### config.mk
export PLATFORM = sky130hd
export DESIGN_NAME = host_cmd_mstr
export DESIGN_NICKNAME = d
export VERILOG_FILES = /design/src/rtl/host_cmd_pkg.sv /design/src/rtl/host_to_timer.sv /design/src/rtl/host_cmd_mstr.sv
export SDC_FILE = /design/constraint.sdc
export NUM_CORES = 1
export LEC_CHECK = 0
export BUFFER_PORTS_ARGS = -buffer_cell sky130_fd_sc_hd__buf_4
export CORE_AREA = 10 10 127 129
export DETAILED_ROUTE_END_ITERATION = 16
export DIE_AREA = 0 0 137 139
export GPL_TIMING_DRIVEN = 0
export HOLD_SLACK_MARGIN = 0.08
export MAX_ROUTING_LAYER = met4
export PLACE_DENSITY = 0.65
export SETUP_SLACK_MARGIN = 0.15
export SLEW_MARGIN = 40
export SYNTH_ARGS = -nofsm -noshare
export SYNTH_HDL_FRONTEND = slang
export SYNTH_SLANG_ARGS = --single-unit
### constraint.sdc
create_clock -name clk -period 4.84 [get_ports clk]
set_input_delay 0.242 -clock clk [delete_from_list [all_inputs] [get_ports clk]]
set_output_delay 0.242 -clock clk [all_outputs]
set_load 0.03 [all_outputs]
### src/rtl/host_cmd_pkg.sv
// host_cmd_pkg: shared FSM encoding, DSO command opcodes and defaults for the host command master
package host_cmd_pkg;
  typedef enum logic [2:0] {IDLE, LOAD, STRB, WAIT_TX, RESP, FIN} state_t;
  localparam logic [7:0] DUMP_CH  = 8'h01;
  localparam logic [7:0] CFG_GAIN = 8'h02;
  localparam logic [7:0] TRIG_LVL = 8'h03;
  localparam logic [7:0] TRIG_POS = 8'h04;
  localparam logic [7:0] SET_DEC  = 8'h05;
  localparam logic [7:0] TRIG_CFG = 8'h06;
  localparam logic [7:0] TRIG_RD  = 8'h07;
  localparam logic [7:0] EEP_WRT  = 8'h08;
  localparam logic [7:0] EEP_RD   = 8'h09;
  localparam logic [7:0] ACK      = 8'hA5;
  localparam int LEN_W_DEF        = 10;
  localparam int TO_CYCLES_DEF    = 1000000;
endpackage

### src/rtl/host_to_timer.sv
// host_to_timer: per-byte idle counter flagging expiry after TO_CYCLES enabled clocks
module host_to_timer import host_cmd_pkg::*; #(
  parameter int TO_CYCLES = TO_CYCLES_DEF
) (
  input  logic clk,
  input  logic rst_n,
  input  logic clr,
  input  logic en,
  output logic expired
);
  localparam int W = $clog2(TO_CYCLES);
  logic [W-1:0] cnt;
  assign expired = en && !clr && cnt == W'(TO_CYCLES - 1);
  always_ff @(posedge clk or negedge rst_n)
    if (!rst_n) cnt <= '0;
    else if (clr) cnt <= '0;
    else if (en && !expired) cnt <= cnt + 1'b1;
endmodule

### src/rtl/host_cmd_mstr.sv
// host_cmd_mstr: serialises a multi-byte command to a UART and streams back the response bytes
module host_cmd_mstr import host_cmd_pkg::*; #(
  parameter int CMD_BYTES = 3,
  parameter int LEN_W     = LEN_W_DEF,
  parameter int TO_CYCLES = TO_CYCLES_DEF
) (
  input  logic                   clk,
  input  logic                   rst_n,
  input  logic [8*CMD_BYTES-1:0] cmd,
  input  logic [LEN_W-1:0]       resp_len,
  input  logic                   send_cmd,
  output logic                   busy,
  output logic                   cmd_sent,
  output logic [7:0]             resp_data,
  output logic                   resp_vld,
  input  logic                   resp_rdy,
  output logic                   done,
  output logic                   timeout,
  output logic                   overrun,
  output logic [7:0]             tx_data,
  output logic                   trmt,
  input  logic                   tx_done,
  input  logic [7:0]             rx_data,
  input  logic                   rx_rdy,
  output logic                   clr_rx_rdy
);
  state_t state, nxt;
  logic [8*CMD_BYTES-1:0] shreg;
  logic [LEN_W-1:0] len, tx_cnt, rx_cnt;
  logic armed, tx_ok, last_tx, rx_take, to_clr, to_en, to_exp;
  assign busy    = state != IDLE;
  assign trmt    = state == STRB;
  assign done    = state == FIN;
  assign tx_ok   = state == WAIT_TX && armed && tx_done;
  assign last_tx = tx_ok && tx_cnt == LEN_W'(CMD_BYTES);
  assign rx_take = state == RESP && rx_rdy && !clr_rx_rdy && rx_cnt != len;
  assign to_clr  = !(state inside {WAIT_TX, RESP}) || tx_ok || rx_take;
  assign to_en   = state == WAIT_TX || (state == RESP && rx_cnt != len && !(resp_vld && !resp_rdy));
  host_to_timer #(.TO_CYCLES(TO_CYCLES)) u_to (
    .clk(clk), .rst_n(rst_n), .clr(to_clr), .en(to_en), .expired(to_exp)
  );
  always_comb begin
    nxt = state;
    case (state)
      IDLE:    nxt = send_cmd ? LOAD : IDLE;
      LOAD:    nxt = STRB;
      STRB:    nxt = WAIT_TX;
      WAIT_TX: nxt = to_exp ? FIN : !tx_ok ? WAIT_TX : !last_tx ? LOAD : len != '0 ? RESP : FIN;
      RESP:    nxt = (to_exp || (rx_cnt == len && !resp_vld)) ? FIN : RESP;
      FIN:     nxt = IDLE;
      default: nxt = IDLE;
    endcase
  end
  always_ff @(posedge clk or negedge rst_n)
    if (!rst_n) begin
      state      <= IDLE;
      shreg      <= '0;
      len        <= '0;
      tx_cnt     <= '0;
      rx_cnt     <= '0;
      armed      <= 1'b0;
      cmd_sent   <= 1'b0;
      clr_rx_rdy <= 1'b0;
      tx_data    <= '0;
      resp_data  <= '0;
      resp_vld   <= 1'b0;
      timeout    <= 1'b0;
      overrun    <= 1'b0;
    end else begin
      state      <= nxt;
      armed      <= state == WAIT_TX;
      cmd_sent   <= last_tx;
      clr_rx_rdy <= rx_rdy && !clr_rx_rdy;
      if (state == IDLE && send_cmd) begin
        shreg   <= cmd;
        len     <= resp_len;
        tx_cnt  <= '0;
        rx_cnt  <= '0;
        timeout <= 1'b0;
        overrun <= 1'b0;
      end
      if (state == LOAD) tx_data <= shreg[8*CMD_BYTES-1 -: 8];
      if (state == STRB) begin
        shreg  <= shreg << 8;
        tx_cnt <= tx_cnt + 1'b1;
      end
      if (to_exp) begin
        timeout  <= 1'b1;
        resp_vld <= 1'b0;
      end else if (rx_take) begin
        rx_cnt <= rx_cnt + 1'b1;
        if (!resp_vld || resp_rdy) begin
          resp_data <= rx_data;
          resp_vld  <= 1'b1;
        end else overrun <= 1'b1;
      end else if (resp_vld && resp_rdy) resp_vld <= 1'b0;
    end
endmodule

# After elaboration in Yosys (flattened, before gate mapping)
# Index checks and enable logic that the tools add are counted.
[classes]
n_addsub = 3
eq_ne = 10
bitwise = 1
n_reduce_logical = 38
muxes = 26
[op_table]
columns = ["operator", "count"]
rows = [
  ["2-to-1 mux 10 bit", 5],
  ["2-to-1 mux 24 bit", 2],
  ["2-to-1 mux 20 bit", 2],
  ["adder 10 x 1 -> 10 bit, second input constant", 2],
  ["adder 20 x 1 -> 20 bit, second input constant", 1],
  ["equality test 20 bit, second input constant", 1],
  ["logical AND 1 bit", 16],
  ["one-hot mux 3 bit (5 select lines)", 1],
  ["2-to-1 mux 1 bit", 13],
  ["equality test 10 bit", 1],
  ["equality test 10 x 2 -> 1 bit, second input constant", 1],
  ["inequality test 10 bit", 1],
  ["nonzero test 10 bit", 1],
  ["2-to-1 mux 3 bit", 3],
  ["nonzero test 2 bit", 4],
  ["logical NOT 1 bit", 7],
  ["equality test 3 x 2 -> 1 bit, second input constant", 2],
  ["equality test 3 bit, second input constant", 2],
  ["nonzero test 3 bit", 2],
  ["logical OR 1 bit", 5],
  ["equality test 3 x 1 -> 1 bit, second input constant", 1],
  ["logical NOT 3 bit", 1],
  ["inequality test 3 x 1 -> 1 bit, second input constant", 1],
  ["AND reduction 3 bit", 1],
  ["2 further kinds", 2],
]
[totals]
register_bits = 99
out_inout_bits = 24

# Logic depth before layout (Yosys ltp)
[logic_depth]
word_depth = 12
mapped_depth = 9
ltp_nobuf = 7

# Modules after synthesis
# From an unflattened synthesis, not the netlist that was laid out.
[unflattened]
cells_unflattened = 466
area_unflattened_um2 = 4725.8
[modules_own_cells]
columns = ["module", "n_inst", "area_per_inst_um2", "seq_area_each_um2", "cells_per_inst"]
rows = [
  ["host_cmd_mstr", 1, 3604.7, 1976.9, 349],
  ["host_to_timer", 1, 1121.1, 500.5, 117],
]

# Worst setup path before layout
# No wires, ideal clock.
[synth_timing]
path_kind = "flip-flop to flip-flop"
from = "register state[1]"
to = "register u_to.cnt[6]"
path_stages_with_launch = 9
arrival_ns = 2.027
setup_ns = 0.136
setup_slack_ns = 2.678
required_time_ns = 4.704
n_path_buf = 2
cell_sequence = "dfrtp_1 > buf_6 > or3b_4 > a2bb2oi_2 > or4_4 > o211ai_4 > buf_6 > or3_1 > a21oi_1"
[synth_between]
elab_chain_len = 11
elab_cells_between_ends = 21
cone_classes = "2 x eq/ne; 1 x mux; 18 x reduce/logical"
[synth_lines]
columns = ["item", "line_no", "source"]
rows = [
  ["from (decl)", "host_cmd_mstr.sv:27", "state_t state, nxt;"],
  ["from (signal assigned)", "host_cmd_mstr.sv:70", "state <= nxt;"],
  ["equality test 3 x 2 -> 1 bit / equality test 3 bit (equally long branches)", "--", ""],
  ["nonzero test 2 bit (tied with other cells)", "host_cmd_mstr.sv:37", "assign to_clr = !(state inside {WAIT_TX, RESP}) || tx_ok || rx_take;"],
  ["logical NOT 1 bit (tied with other cells)", "host_cmd_mstr.sv:37", ""],
  ["logical OR 1 bit / logical AND 1 bit (equally long branches)", "host_cmd_mstr.sv:37, host_cmd_mstr.sv:36", ""],
  ["logical OR 1 bit", "host_cmd_mstr.sv:37", ""],
  ["logical NOT 1 bit", "host_to_timer.sv:13", "assign expired = en && !clr && cnt == W'(TO_CYCLES - 1);"],
  ["logical AND 1 bit (2 in a row)", "host_to_timer.sv:13", ""],
  ["logical NOT 1 bit", "host_to_timer.sv:17", "else if (en && !expired) cnt <= cnt + 1'b1;"],
  ["logical AND 1 bit", "host_to_timer.sv:17", ""],
  ["nonzero test 2 bit (no line)", "--", ""],
  ["to (signal assigned)", "host_to_timer.sv:17", ""],
  ["to (decl)", "host_to_timer.sv:12", "logic [W-1:0] cnt;"],
]
# Parallel ways exist; a longest one is shown, timed or not.
# A chain may end at the register's enable or synchronous reset.

# Worst setup path in the final report
[layout_timing]
from = "register state[2]"
to = "register state[0]"
[layout_between]
elab_cells_between_ends = 27
cone_classes = "4 x eq/ne; 5 x mux; 18 x reduce/logical"
[layout_lines]
columns = ["item", "line_no", "source"]
rows = [
  ["equality test 3 x 2 -> 1 bit", "host_cmd_mstr.sv:34", "assign tx_ok = state == WAIT_TX && armed && tx_done;"],
  ["logical AND 1 bit (2 in a row)", "host_cmd_mstr.sv:34", ""],
  ["logical AND 1 bit", "host_cmd_mstr.sv:35", "assign last_tx = tx_ok && tx_cnt == LEN_W'(CMD_BYTES);"],
  ["net last_tx", "host_cmd_mstr.sv:30", "logic armed, tx_ok, last_tx, rx_take, to_clr, to_en, to_exp;"],
  ["2-to-1 mux 3 bit (3 in a row)", "host_cmd_mstr.sv:48", "WAIT_TX: nxt = to_exp ? FIN : !tx_ok ? WAIT_TX : !last_tx ? LOAD : len != '0 ? RESP : FIN;"],
  ["one-hot mux 3 bit (5 select lines)", "host_cmd_mstr.sv:44", "case (state)"],
  ["net nxt[0]", "host_cmd_mstr.sv:27", ""],
]
# The timed path passes the listed nets, and every way through them passes these cells.

==> qor.txt <==
Max Slew Vio Count - 0
Mapped Cells - 473
Fraction of layout cells with a size suffix above 1 - 0.2049
Worst skew pair latency - 340 ps
Post-Route WL - 11370 um
Leakage - 2.753 nW
Clk network pwr share - 0.272
Area after DPL - 5435 sq um
Post-Syn Area - 4664 sq um
Worst Skew - 5.434 ps
Met1 Wirelength - 5220 um
Cell Int Power - 0.001838 W
Post-synth EDFFs - 0
Top FF cell, synth - dfrtp_1
WL/cell - 15.15 um
Critical Path RT - 5060 ps
DRT Pass-1 Iters - 4
H-tree Lvls - 3
Power per Cell Area - 488.9 nW/um^2
Worst-case clock buffer depth - 2
Fmax - 394.5 MHz
Yosys reg bits - 99
CP Launch Type - register
MaxCap Viol Count - 0
Die X-Extent - 137 um
TritonCTS clock tree - built
Hold crit path type - in -> reg
Period utilisation layout - 0.5238
Largest fanout on the critical path - 8
Crit Reg-Reg Startpoint - state[2]$_DFF_PN0_
Async set-reset flop share out of synthesis - 1.000
Clock Sinks - 99
Combinational power share - 0.314
Placer Congestion - 0.9127
Worst setup EP type - register
Starting Density - 0.3413
WP data arrival - 2750 ps
Final hold violation count - 0
Highest metal used - met4
First-pass GRT wire length - 19570 um
Final Critical Period - 2535 ps
GRT overflow - 0
Sw Share - 0.3596
Final ANT Viol Nets - 0
Worst Max-Slew Pin Slew - 763.2 ps
Inserted Diodes - 0
Sw power - 0.001032 W
PortBufs - 71
Number of CTS-inserted buffers - 9
Routed met2 length - 5674 um
Reg clk slew, reported paths - 70 ps
Total global-route track usage - 0.1285
Setup crit end - state[0]$_DFF_PN0_
Worst reg2reg path depth - 6
Status - finished clean
Synth unique cells - 53
Post-CTS sizing - 0
RSZ-0062 raised after global routing - no
Pwr Total - 0.002870 W
Critical path type - reg -> reg
Initial antenna violation count - 0
Worst vdd ir - 0.0001949 V
Crit. Startpoint - state[2]$_DFF_PN0_
Final core occ - 0.4296
Final setup margin - 2305 ps
Vias in the first global route - 3871
P&R area growth vs syn - 25.86%
Mean post-synth cell area - 9.861 sq um
Sequential area share after synthesis - 0.5311
Root buffer cell - clkbuf_16
Core box area - 13670 sq um
Number of DRC markers in iteration 0 - 370
DRC - 0
R2R Path End - state[0]$_DFF_PN0_
Syn Nets - 524
Setup-failing EPs final - 0
Ys Warns - 0
Vias per inst - 4.996
WL met3 - 270 um
DP Worst Slack - 2377 ps
Via count - 3752
FP Rows - 43
IO Pins - 72
Final instance area - 5871 sq um
Largest net degree at the start of global routing - 100
Max-slew headroom - 0.4912
Setup_tns - 0 ps
Dpl hpwl - 8398 um
Register share of total power - 0.414
R2R setup slack - 2300 ps
Die area - 19040 sq um
Layout Nets - 617
Die H - 139 um
-- kinds of logic (layout without fill, tap and decap cells) --
family,after synthesis,after routing,share of synthesized area
AO/OA/AOI/OAI,81,81,0.1161
XOR/XNOR,17,17,0.03192
adder cells (fa/ha/maj),3,3,0.008048
buffers and inverters,28,126,0.02629
flip-flops,99,99,0.5311
multiplexers,22,22,0.05150
AND/OR/NAND/NOR,223,223,0.2350
-- routing by layer --
layer,GRT usage,vias up
met5,-,-
met4,0.04939,0
met3,0.01957,12
met2,0.1979,59
met1,0.1658,1789
li1,-,1892
-- state kept, by name, indices dropped and copies added (netlist names) --
register and count:
resp_vld 1, len 10, overrun 1, cmd_sent 1, armed 1, clr_rx_rdy 1, tx_data 8, rx_cnt 10
state 3, u_to.cnt 20, timeout 1, resp_data 8, shreg 24, tx_cnt 10
-- synth_stat cells (2+ instances only) --
| cell | number | area share |
|---|---|---|
| a21oi_1 | 13 | 0.014 |
| mux2_2 | 16 | 0.039 |
| nor4_1 | 4 | 0.0054 |
| buf_6 | 2 | 0.0048 |
| nand2_1 | 96 | 0.077 |
| and3_1 | 6 | 0.0080 |
| o211ai_1 | 8 | 0.013 |
| or4_1 | 15 | 0.024 |
| or3_1 | 9 | 0.012 |
| o21ai_1 | 8 | 0.0086 |
| nor3_1 | 4 | 0.0043 |
| o31ai_1 | 9 | 0.014 |
| xnor2_1 | 3 | 0.0056 |
| dfrtp_1 | 99 | 0.53 |
| nand3_1 | 25 | 0.027 |
| nand4_1 | 10 | 0.013 |
| ha_1 | 3 | 0.0080 |
| and4_1 | 3 | 0.0056 |
| nor2_1 | 33 | 0.027 |
| a21boi_1 | 2 | 0.0032 |
| nand2b_1 | 2 | 0.0027 |
| mux2i_1 | 6 | 0.013 |
| nor2b_1 | 2 | 0.0027 |
| nor3b_1 | 2 | 0.0032 |
| o22ai_1 | 7 | 0.0094 |
| a22oi_1 | 9 | 0.014 |
| inv_1 | 7 | 0.0056 |
| nor4b_1 | 2 | 0.0038 |
| xor2_1 | 14 | 0.026 |
| o21ai_0 | 15 | 0.016 |
| buf_1 | 2 | 0.0016 |
| a31oi_1 | 2 | 0.0027 |
| buf_2 | 2 | 0.0021 |
| clkbuf_1 | 14 | 0.011 |
-- worst min path at each step --
stage,from,endpoint,slack (ps),depth (start not counted)
floorplan,rst_n,armed$_DFF_PN0_,-50,0
global placement,cmd[3],shreg[3]$_DFFE_PN0P_,440,3
detailed placement,rst_n,tx_data[2]$_DFFE_PN0P_,330,1
CTS,resp_len[7],len[7]$_DFFE_PN0P_,80,3
global route,cmd[5],shreg[5]$_DFFE_PN0P_,80,3
finish,resp_len[7],len[7]$_DFFE_PN0P_,90,3
-- critical path, stage by stage, from the launching register on --
cell      delay [ps]
dfrtp_1          450
nand3b_1         330
or4_1            480
nor4_2           470
o41ai_1          250
a221oi_1         330
o21ai_1          100
-- placed cells by master, fill, tap and decap left out, types with 10 or more instances in the layout --
cell type and instances:
a21oi_1 13, buf_4 70, clkbuf_1 14, dfrtp_1 99, dlygate4sd3_1 11, mux2_2 16
nand2_1 96, nand3_1 25, nand4_1 10, nor2_1 33, o21ai_0 15, or4_1 15
xor2_1 14
-- per-stage QoR --
step	instances	hold WS [ps]
after detailed placement	724	325.1
after global placement	724	436.9
final	751	86.43
after floorplan	473	-53.59
after global routing	751	83.58
after CTS	750	80.90
-- layout make-up --
cell class,instances,area (sq um)
buffer,20,92.59
clock buffer,9,225.2
clock inverter,7,100.1
fill,1354,7795
inverter,8,30.03
multi-input combinational,346,2069
sequential,99,2477
tap,180,225.2
timing repair buffer,82,650.6
-- power groups by stage --
stage	Sequential [W]	Clock [W]	Combinational, W
2_1_floorplan	0.00123	0	0.000559
5_1_grt	0.00122	0.000838	0.00100
6_report	0.00119	0.000781	0.000902
4_1_cts	0.00119	0.000799	0.000909
3_3_place_gp	0.00119	0	0.000870
3_5_place_dp	0.00120	0	0.000896
-- repair_timing --
item | in CTS | in global routing
endpoints found under the hold margin | 108 | 1
setup endpoints to repair | 0 | 0
hold buffers | 10 | 1
buffers inserted | 0 | 0
(Power assumes the default switching activity.)
